File: src/rtl/adc_frame_align_ctrl_if.sv
// Bus between the LVDS ADC deserializer and its frame alignment controller.
// master drives the deserialized words and realign; slave is the controller.
interface adc_frame_align_ctrl_if #(
    parameter int unsigned FRAME_W = 7
);
    logic [FRAME_W-1:0] frame_bits;
    logic [27:0]        sample_bits;
    logic               realign;
    logic               bitslip;
    logic               locked;
    logic               data_we;
    logic [31:0]        data;
    logic [3:0]         slip_count;
    logic [7:0]         lock_loss_count;
    logic               align_error;

    modport master (
        output frame_bits, sample_bits, realign,
        input  bitslip, locked, data_we, data, slip_count, lock_loss_count, align_error
    );

    modport slave (
        input  frame_bits, sample_bits, realign,
        output bitslip, locked, data_we, data, slip_count, lock_loss_count, align_error
    );
endinterface

File: src/rtl/adc_frame_align_ctrl.sv
// Frame-lane alignment controller for a 7:1 LVDS ADC deserializer: issues BITSLIP
// until the frame word is stable, tracks lock, and gates the sample stream.
module adc_frame_align_ctrl #(
    parameter int unsigned        FRAME_W       = 7,
    parameter logic [FRAME_W-1:0] FRAME_PATTERN = 7'b1111000,
    parameter int unsigned        SETTLE_CYCLES = 4,
    parameter int unsigned        MATCH_COUNT   = 16,
    parameter int unsigned        LOSS_THRESH   = 4,
    parameter int unsigned        MAX_SLIPS     = 14,
    parameter int unsigned        RETRY_CYCLES  = 1024
) (
    input logic                    clk_adc,
    input logic                    reset,
    adc_frame_align_ctrl_if.slave  bus
);

    localparam int unsigned SettleW = $clog2(SETTLE_CYCLES + 1);
    localparam int unsigned MatchW  = $clog2(MATCH_COUNT + 1);
    localparam int unsigned MissW   = $clog2(LOSS_THRESH + 1);
    localparam int unsigned RetryW  = $clog2(RETRY_CYCLES + 1);

    typedef enum logic [2:0] {StSettle, StCheck, StSlip, StLocked, StFail} state_e;

    state_e             state_q, state_d;
    logic [SettleW-1:0] settle_q, settle_d;
    logic [MatchW-1:0]  match_q, match_d;
    logic [MissW-1:0]   miss_q, miss_d;
    logic [RetryW-1:0]  retry_q, retry_d;
    logic [3:0]         slip_q, slip_d;
    logic [7:0]         loss_q, loss_d;
    logic               data_we_q;
    logic [31:0]        data_q;
    logic               frame_match;

    assign frame_match = (bus.frame_bits == FRAME_PATTERN);

    always_comb begin
        state_d  = state_q;
        settle_d = settle_q;
        match_d  = match_q;
        miss_d   = miss_q;
        retry_d  = retry_q;
        slip_d   = slip_q;
        loss_d   = loss_q;
        unique case (state_q)
            StSettle: begin
                if (settle_q == SettleW'(SETTLE_CYCLES - 1)) begin
                    settle_d = '0;
                    match_d  = '0;
                    state_d  = StCheck;
                end else begin
                    settle_d = settle_q + SettleW'(1);
                end
            end
            StCheck: begin
                if (frame_match) begin
                    if (match_q == MatchW'(MATCH_COUNT - 1)) begin
                        miss_d  = '0;
                        state_d = StLocked;
                    end else begin
                        match_d = match_q + MatchW'(1);
                    end
                end else if (slip_q == 4'(MAX_SLIPS)) begin
                    retry_d = '0;
                    state_d = StFail;
                end else begin
                    state_d = StSlip;
                end
            end
            StSlip: begin
                slip_d   = slip_q + 4'd1;
                settle_d = '0;
                state_d  = StSettle;
            end
            StLocked: begin
                if (frame_match) begin
                    miss_d = '0;
                end else if (miss_q == MissW'(LOSS_THRESH - 1)) begin
                    miss_d   = '0;
                    slip_d   = '0;
                    settle_d = '0;
                    state_d  = StSettle;
                    if (loss_q != 8'hff) begin
                        loss_d = loss_q + 8'd1;
                    end
                end else begin
                    miss_d = miss_q + MissW'(1);
                end
            end
            StFail: begin
                if (retry_q == RetryW'(RETRY_CYCLES - 1)) begin
                    retry_d  = '0;
                    slip_d   = '0;
                    settle_d = '0;
                    state_d  = StSettle;
                end else begin
                    retry_d = retry_q + RetryW'(1);
                end
            end
            default: begin
                state_d = StSettle;
            end
        endcase
        // A realign request overrides every transition above; the lock-loss count is untouched.
        if (bus.realign) begin
            state_d  = StSettle;
            settle_d = '0;
            match_d  = '0;
            miss_d   = '0;
            retry_d  = '0;
            slip_d   = '0;
        end
    end

    always_ff @(posedge clk_adc) begin
        if (reset) begin
            state_q   <= StSettle;
            settle_q  <= '0;
            match_q   <= '0;
            miss_q    <= '0;
            retry_q   <= '0;
            slip_q    <= '0;
            loss_q    <= '0;
            data_we_q <= 1'b0;
            data_q    <= '0;
        end else begin
            state_q   <= state_d;
            settle_q  <= settle_d;
            match_q   <= match_d;
            miss_q    <= miss_d;
            retry_q   <= retry_d;
            slip_q    <= slip_d;
            loss_q    <= loss_d;
            data_we_q <= (state_q == StLocked) && frame_match;
            data_q    <= {2'b00, bus.sample_bits[27:14], 2'b00, bus.sample_bits[13:0]};
        end
    end

    assign bus.bitslip         = (state_q == StSlip);
    assign bus.locked          = (state_q == StLocked);
    assign bus.align_error     = (state_q == StFail);
    assign bus.slip_count      = slip_q;
    assign bus.lock_loss_count = loss_q;
    assign bus.data_we         = data_we_q;
    assign bus.data            = data_q;

endmodule

File: src/flat_wrapper.sv
// flat-port wrapper written by rule: the top's interface ports become plain ports
module adc_frame_align_ctrl_flat 
#(
    parameter int unsigned        FRAME_W       = 7,
    parameter logic [FRAME_W-1:0] FRAME_PATTERN = 7'b1111000,
    parameter int unsigned        SETTLE_CYCLES = 4,
    parameter int unsigned        MATCH_COUNT   = 16,
    parameter int unsigned        LOSS_THRESH   = 4,
    parameter int unsigned        MAX_SLIPS     = 14,
    parameter int unsigned        RETRY_CYCLES  = 1024
)
  (clk_adc, reset, bus_frame_bits, bus_sample_bits, bus_realign, bus_bitslip, bus_locked, bus_data_we, bus_data, bus_slip_count, bus_lock_loss_count, bus_align_error);
  adc_frame_align_ctrl_if #(.FRAME_W(FRAME_W)) bus_i ();
  input logic clk_adc;
  input logic reset;
  input wire logic [$bits(bus_i.frame_bits)-1:0] bus_frame_bits;
  input wire logic [$bits(bus_i.sample_bits)-1:0] bus_sample_bits;
  input wire logic [$bits(bus_i.realign)-1:0] bus_realign;
  output wire logic [$bits(bus_i.bitslip)-1:0] bus_bitslip;
  output wire logic [$bits(bus_i.locked)-1:0] bus_locked;
  output wire logic [$bits(bus_i.data_we)-1:0] bus_data_we;
  output wire logic [$bits(bus_i.data)-1:0] bus_data;
  output wire logic [$bits(bus_i.slip_count)-1:0] bus_slip_count;
  output wire logic [$bits(bus_i.lock_loss_count)-1:0] bus_lock_loss_count;
  output wire logic [$bits(bus_i.align_error)-1:0] bus_align_error;
  assign bus_i.frame_bits = bus_frame_bits;
  assign bus_i.sample_bits = bus_sample_bits;
  assign bus_i.realign = bus_realign;
  assign bus_bitslip = bus_i.bitslip;
  assign bus_locked = bus_i.locked;
  assign bus_data_we = bus_i.data_we;
  assign bus_data = bus_i.data;
  assign bus_slip_count = bus_i.slip_count;
  assign bus_lock_loss_count = bus_i.lock_loss_count;
  assign bus_align_error = bus_i.align_error;
  adc_frame_align_ctrl #(.FRAME_W(FRAME_W), .FRAME_PATTERN(FRAME_PATTERN), .SETTLE_CYCLES(SETTLE_CYCLES), .MATCH_COUNT(MATCH_COUNT), .LOSS_THRESH(LOSS_THRESH), .MAX_SLIPS(MAX_SLIPS), .RETRY_CYCLES(RETRY_CYCLES)) u_core (.clk_adc(clk_adc), .reset(reset), .bus(bus_i));
endmodule
File: config.mk
export PLATFORM = sky130hd
export DESIGN_NAME = adc_frame_align_ctrl_flat
export DESIGN_NICKNAME = d
export VERILOG_FILES = /design/src/rtl/adc_frame_align_ctrl_if.sv /design/src/rtl/adc_frame_align_ctrl.sv /design/src/flat_wrapper.sv
export SDC_FILE = /design/constraint.sdc
export NUM_CORES = 1
export LEC_CHECK = 0
export ABC_CLOCK_PERIOD_IN_PS = 2250
export BUFFER_PORTS_ARGS = -buffer_cell sky130_fd_sc_hd__buf_2
export CORE_ASPECT_RATIO = 1.1
export CORE_MARGIN = 4
export CORE_UTILIZATION = 51
export CTS_CLUSTER_DIAMETER = 50
export CTS_CLUSTER_SIZE = 28
export DETAILED_ROUTE_END_ITERATION = 7
export PLACE_DENSITY = 0.81
export RECOVER_POWER = 50
export SLEW_MARGIN = 0
export SYNTH_ARGS = -nofsm -noshare
export SYNTH_HDL_FRONTEND = slang
export SYNTH_SLANG_ARGS = --single-unit
export TNS_END_PERCENT = 20
File: constraint.sdc
create_clock -name clk_adc -period 2.25 [get_ports clk_adc]
set_clock_uncertainty 0.05 [all_clocks]
set_input_delay 0.1125 -clock clk_adc [delete_from_list [all_inputs] [get_ports clk_adc]]
set_output_delay 0.1125 -clock clk_adc [all_outputs]
set_load 0.1 [all_outputs]
==> impl_metrics.toml, run 1 <==
[sta]
max_freq_ghz = 0.473
finalWorstSetupSlack_ns = 0.136
finalCriticalPeriod_ns = 2.11
hold_violations = 0
report.final.setup_viol = 0
layout_worst_path_cycle_share = 0.939
transition_time_of_the_tightest_slew_check_pin_ns = 1.21
unrepaired_setup_endpoints_after_global_routing = "false"
relSlewSlack = 0.197
report.final.slew_viol_count = 0

[synthesis]
asyncSetResetFlopFracSynth = 0
synth_edf_count = 0
synth_top_flop_cell = "sky130_fd_sc_hd__dfxtp_1"
number_of_warning_messages_in_the_yosys_log = 0
synthesis.instances = 301
avgSynthCellArea_um2 = 9.23
syn_area_mm2 = 0.00278
yosys-top-cells-area = "sky130_fd_sc_hd__dfxtp_1 48%, sky130_fd_sc_hd__nor2b_1 6.5%, sky130_fd_sc_hd__nand3_1 4.0%, sky130_fd_sc_hd__nor2_1 3.6%, sky130_fd_sc_hd__ha_1 3.6%"
total_of_flip_flops_plus_latches_after_synthesis = 66
seq_area_frac_synth = 0.476
synth_cell_types = 46
synth_largest_area_cell = "sky130_fd_sc_hd__dfxtp_1"
post-synth-top-area-fraction = 0.476

[min_path]
min-delay-path-class = "input pin to flop"

[power_and_ir_drop]
power.switching_fraction = 0.305
vdd_drop_max_v = 0.000700
static-leakage-power_nw = 1.54
netSwitchingPower_uw = 800
clockPowerShare = 0.394
seq_power_share = 0.460
combPwrFrac = 0.146
power-per-cell-area_mw_per_mm2 = 714
pnr_total_power_mw = 2.63
p_int_mw = 1.83

[drt]
route.layer.met1.wl_mm = 3.09
routed_wire_length_on_met2_mm = 4.30
route.final.wire_length_mm = 8.24
post-route-drc-count = 0
detail_route.iter0.violations = 138
post_drt_wl_per_cell_um = 16.9
via_count = 2624
1st_pass_router_iterations = 5
antenna_violating_nets_post_route = 0
met3WireLength_um = 638
top_layer_used = "met4"
viasPerCell = 5.38

[global_route]
grt_antenna_before_repair = 0
grt_first_pass_wirelength_mm = 13.2
globalRouteOverflowTotal = 0
gr-usage-all-layers = 0.259
grt_max_degree = 40
number_of_global_route_vias_before_repair = 2774

[clock_tree]
cts.sinks = 66
htree_levels = 3
clock_tree_from_tritoncts = "built"
cts_root_buf = "sky130_fd_sc_hd__clkbuf_8"
cts_max_path_buffers = 2
tritoncts.num_buffers = 9
clock_latency_of_the_later_clocked_register_in_the_worst_skew_pair_ns = 0.36
cts.clk_slew.worst_paths_ns = 0.07
cts_post_setup_buffers_inserted = 0

[floorplanning]
design.core.area_mm2 = 0.00513
fp-row-count = 27
design.die.area_mm2 = 0.00669
die_width_um = 78.4
overall_die_height_um = 85.4
start_util = 0.541
ioPinCount = 86

[placement]
post-dp-hpwl_mm = 4.63
buffers_on_ports = 81
post-place-cells = 444
preCtsSetupSlack_ns = 0.135
routabilityCongestion = 0.884

[setup_path]
cp.required_ns = 2.48
path_cells = "ha_1, and3_1, ha_1, o41ai_2, nand2_1, or3_1, a21oi_1"
critical_path.n_buffers_inverters = 0
worstPathMaxFanout = 5
path_common_cell = "sky130_fd_sc_hd__ha_1"
setup.worst_path.end_class = "flop"
worst_setup_path_start_kind = "flop"
critical_path.top_delay_family = "simple AND/OR/NAND/NOR gates"
arrival_ns = 2.34
critPathMaxStageDelay_ns = 0.42
worst_path_class_setup = "flop to flop"
critical_path_s_slowest_cell = "sky130_fd_sc_hd__o41ai_2"

[finish]
fin_cells = 488
multi_input_area_mm2 = 0.00136
num-nets-final = 457
layout.cells.most_common_list = "66 x sky130_fd_sc_hd__dfxtp_1, 51 x sky130_fd_sc_hd__buf_2, 30 x sky130_fd_sc_hd__clkbuf_1"
final_common_cell = "sky130_fd_sc_hd__dfxtp_1"
num-fill-cells = 407
ratio_of_cells_with_drive_above_1_in_the_final_layout = 0.197
flow.area_growth_from_synthesis_pct = 32.3
regArea_mm2 = 0.00132
diodes = 0

[run_status]
run_status = "complete, no violations"

[job]
timing.max_cap.violations = 0
## cells by family after synthesis
logic type,count (synthesis),share of synthesized area
AO/OA/AOI/OAI,49,0.123
XOR/XNOR,9,0.0284
adder cells (fa/ha/maj),8,0.0360
buffers and inverters,23,0.0446
flip-flops,66,0.476
multiplexers,4,0.0144
other,1,0.00135
AND/OR/NAND/NOR,141,0.277
## power groups by stage
stage	clock, mW	combinational (mW)	sequential, mW
after floorplan	0	0.0804	1.43
after global placement	0	0.338	1.23
after detailed placement	0	0.341	1.23
after CTS	1.04	0.379	1.20
after global routing	1.10	0.397	1.21
final	1.03	0.383	1.21
## state kept, by name (all words and copies together) (netlist names)
| signal | count |
|---|---|
| u_core.retry_q | 11 |
| u_core.settle_q | 3 |
| u_core.miss_q | 3 |
| u_core.match_q | 5 |
| u_core.bus.lock_loss_count | 8 |
| u_core.state_q | 3 |
| u_core.bus.data_we | 1 |
| u_core.bus.slip_count | 4 |
| u_core.bus.data | 28 |
## worst paths after layout
check	startpoint	endpoint	slack (ns)	cells past startpoint
worst max-delay path	u_core.match_q[0]	u_core.match_q[0]	0.14	7
worst min-delay path	bus_realign	u_core.retry_q[10]	0.19	5
worst max register to register	u_core.match_q[0]	u_core.match_q[0]	0.14	7
worst min register to register	u_core.retry_q[10]	u_core.retry_q[10]	0.39	2
## through the flow
stage	utilization	TNS, ns	hold WS [ns]	area [um^2]
after global placement	0.626	0	0.269	3220
after floorplan	-	-0.242	0.191	2790
final	0.716	0	0.193	3680
after detailed placement	0.626	0	0.276	3220
after CTS	0.721	0	0.176	3700
after global routing	0.716	0	0.204	3680
## synthesized netlist by cell type, drive strengths merged (3+ instances only)
cell type	number
dfxtp	66
nor2b	29
nor2	27
nand3	22
nand2	18
a21oi	15
buf	11
o21ai	11
ha	8
nand4	7
or3	7
xor2	7
a31oi	6
clkbuf	6
inv	6
nor3	6
and3	5
and2	4
and4	4
mux2i	4
o211a	3
o31ai	3
o41ai	3
## layout make-up
class | count | share of cell area
Multi-Input combinational cell | 215 | 0.370
Sequential cell | 66 | 0.359
Timing Repair Buffer | 113 | 0.184
Clock buffer | 10 | 0.0374
Tap cell | 72 | 0.0245
Clock inverter | 6 | 0.0180
Inverter | 6 | 0.00613
## routing by layer
layer	up-vias	track usage
met3	17	0.116
met5	-	0
met4	0	0.111
met1	1218	0.256
li1	1268	-
met2	121	0.467
## tightest hold or removal path, cell delays in order
cell                      delay [ns]
sky130_fd_sc_hd__buf_2          0.09
sky130_fd_sc_hd__nor2_1         0.04
sky130_fd_sc_hd__buf_4          0.19
sky130_fd_sc_hd__nand2_1        0.08
sky130_fd_sc_hd__nor2_1         0.04
## repair_timing
| item | 4_1_cts | 5_1_grt |
|---|---|---|
| hold buffers | 28 | 0 |
| resized for setup | 0 | 2 |
| endpoints found under the setup margin | 0 | 5 |
| hold endpoints to repair | 28 | 0 |
Power figures use the tool's default switching activity.
==> inputs of run 2 (changes only) <==
==> constraint.sdc (replaced) <==
create_clock -name clk_adc -period 2.25 [get_ports clk_adc]
set_clock_uncertainty 0.05 [all_clocks]
set_input_delay 0 -clock clk_adc [delete_from_list [all_inputs] [get_ports clk_adc]]
set_output_delay 0 -clock clk_adc [all_outputs]
set_load 0.1 [all_outputs]
==> impl_metrics.toml, run 2 (synthesized netlist as in run 1, its figures left out) <==
[run_status]
run_status = "complete, no violations"

[min_path]
cells_on_worst_hold_path = 4
timing.hold.worst_endpoint = "u_core.match_q[4]"
min-delay-start = "bus_realign"
min-delay-path-class = "input pin to flop"

[setup_path]
r2r-end = "u_core.bus.lock_loss_count[1]"
critical_path_s_slowest_cell = "sky130_fd_sc_hd__dfxtp_1"
critical_path.top_delay_family = "simple AND/OR/NAND/NOR gates"
worst_r2r_startpoint = "u_core.state_q[1]"
cp.required_ns = 2.41
path_cells = "inv_1, nor2_1, nand2_1, inv_1, o211a_1, and2_1, mux2i_1, nor2_1"
worst_path_class_setup = "flop to flop"
worst_setup_path_start_kind = "flop"
ff2ff_setup_slack_ns = 0.20
worstPathMaxFanout = 8
startpoint = "u_core.state_q[1]"
critPathMaxStageDelay_ns = 0.47
setup.worst_path.end_class = "flop"
critical_path.n_buffers_inverters = 2
arrival_ns = 2.21
worstRegToRegCells = 8

[floorplanning]
overall_die_height_um = 85.4
design.die.area_mm2 = 0.00669
design.core.area_mm2 = 0.00513
die_width_um = 78.4
fp-row-count = 27
ioPinCount = 86
start_util = 0.541

[sta]
max_freq_ghz = 0.487
unrepaired_setup_endpoints_after_global_routing = "false"
relSlewSlack = 0.183
transition_time_of_the_tightest_slew_check_pin_ns = 1.23
layout_worst_path_cycle_share = 0.912
hold_violations = 0
finalHoldWorstSlack_ns = 0.0703
finalCriticalPeriod_ns = 2.05
report.final.setup_viol = 0
report.final.slew_viol_count = 0
tns_ns = 0
finalWorstSetupSlack_ns = 0.198

[placement]
post-dp-hpwl_mm = 4.64
post-place-cells = 445
preCtsSetupSlack_ns = 0.140
routabilityCongestion = 0.888
dpl-instance-area_mm2 = 0.00322
buffers_on_ports = 81

[clock_tree]
cts_max_path_buffers = 2
htree_levels = 3
clock_latency_of_the_later_clocked_register_in_the_worst_skew_pair_ns = 0.34
cts_root_buf = "sky130_fd_sc_hd__clkbuf_8"
cts.sinks = 66
tritoncts.num_buffers = 9
cts.clk_slew.worst_paths_ns = 0.07
clock_tree_from_tritoncts = "built"
cts_post_setup_buffers_inserted = 0

[global_route]
grt_first_pass_wirelength_mm = 12.9
gr-usage-all-layers = 0.250
grt_antenna_before_repair = 0
number_of_global_route_vias_before_repair = 2625
grt_max_degree = 39
globalRouteOverflowTotal = 0

[finish]
stdcell_area_mm2 = 0.00368
flow.area_growth_from_synthesis_pct = 32.4
diodes = 0
ratio_of_cells_with_drive_above_1_in_the_final_layout = 0.197
fin_cells = 489
final_common_cell = "sky130_fd_sc_hd__dfxtp_1"
largest_register_ff_count = 28
num-nets-final = 458
final_util = 0.716
layout.cells.most_common_list = "66 x sky130_fd_sc_hd__dfxtp_1, 52 x sky130_fd_sc_hd__buf_2, 31 x sky130_fd_sc_hd__clkbuf_1"

[power_and_ir_drop]
power-per-cell-area_mw_per_mm2 = 709
vdd_drop_max_v = 0.000545
pnr_total_power_mw = 2.61
static-leakage-power_nw = 1.54

[drt]
post-route-drc-count = 0
detail_route.iter0.violations = 190
via_count = 2590
route.final.wire_length_mm = 8.05
viasPerCell = 5.30
1st_pass_router_iterations = 4
post_drt_wl_per_cell_um = 16.5
antenna_violating_nets_post_route = 0

[job]
timing.max_cap.violations = 0
run 2: cell count changes in the layout (fill, tap and decap cells not counted), sizes merged:
| cell | delta |
|---|---|
| clkbuf | +1 |
| clkinvlp | +1 |
| buf | +2 |
| clkinv | -3 |
run 2: timing repair:
| item | 4_1_cts | 5_1_grt |
|---|---|---|
| endpoints found under the hold margin | 28 | 0 |
| hold buffers | 28 | 0 |
| endpoints found under the setup margin | 0 | 2 |
| gates resized for setup | 0 | 2 |
run 2: worst min-delay path: cells and delay by family:
kind            cells  cell delay (ns)
compound gates      1             0.06
simple gates        2             0.28
buf+inv             1             0.08
run 2: cell type report:
class	instances	area [um^2]
multi-input cells	215	1360
clock inverters	4	51.3
repair buffers	114	687
well taps	72	90.1
clock buffers	12	145
fillers	392	1460
inverters	6	22.5
flip-flops and latches	66	1320
run 2: worst max path at each step:
stage,to,slack (ns),depth (start not counted)
finish,u_core.bus.lock_loss_count[1],0.20,8
global route,u_core.bus.lock_loss_count[1],0.10,8
CTS,u_core.match_q[0],0.11,7
detailed placement,u_core.match_q[0],0.14,7
global placement,u_core.match_q[0],0.21,7
floorplan,u_core.bus.lock_loss_count[1],-0.06,8
run 2: metal layers:
layer | global-route usage | wire [um] | vias to the layer above
li1 | - | - | 1273
met4 | 0.110 | 221 | 0
met5 | 0 | 0 | -
met1 | 0.258 | 3110 | 1179
met3 | 0.0860 | 651 | 16
met2 | 0.456 | 4070 | 122
run 2: report_power, final:
| group | internal [mW] | switching (mW) | leakage (nW) |
|---|---|---|---|
| logic | 0.0868 | 0.296 | 0.901 |
| clock network | 0.544 | 0.472 | 0.0966 |
| registers | 1.20 | 0.0118 | 0.540 |
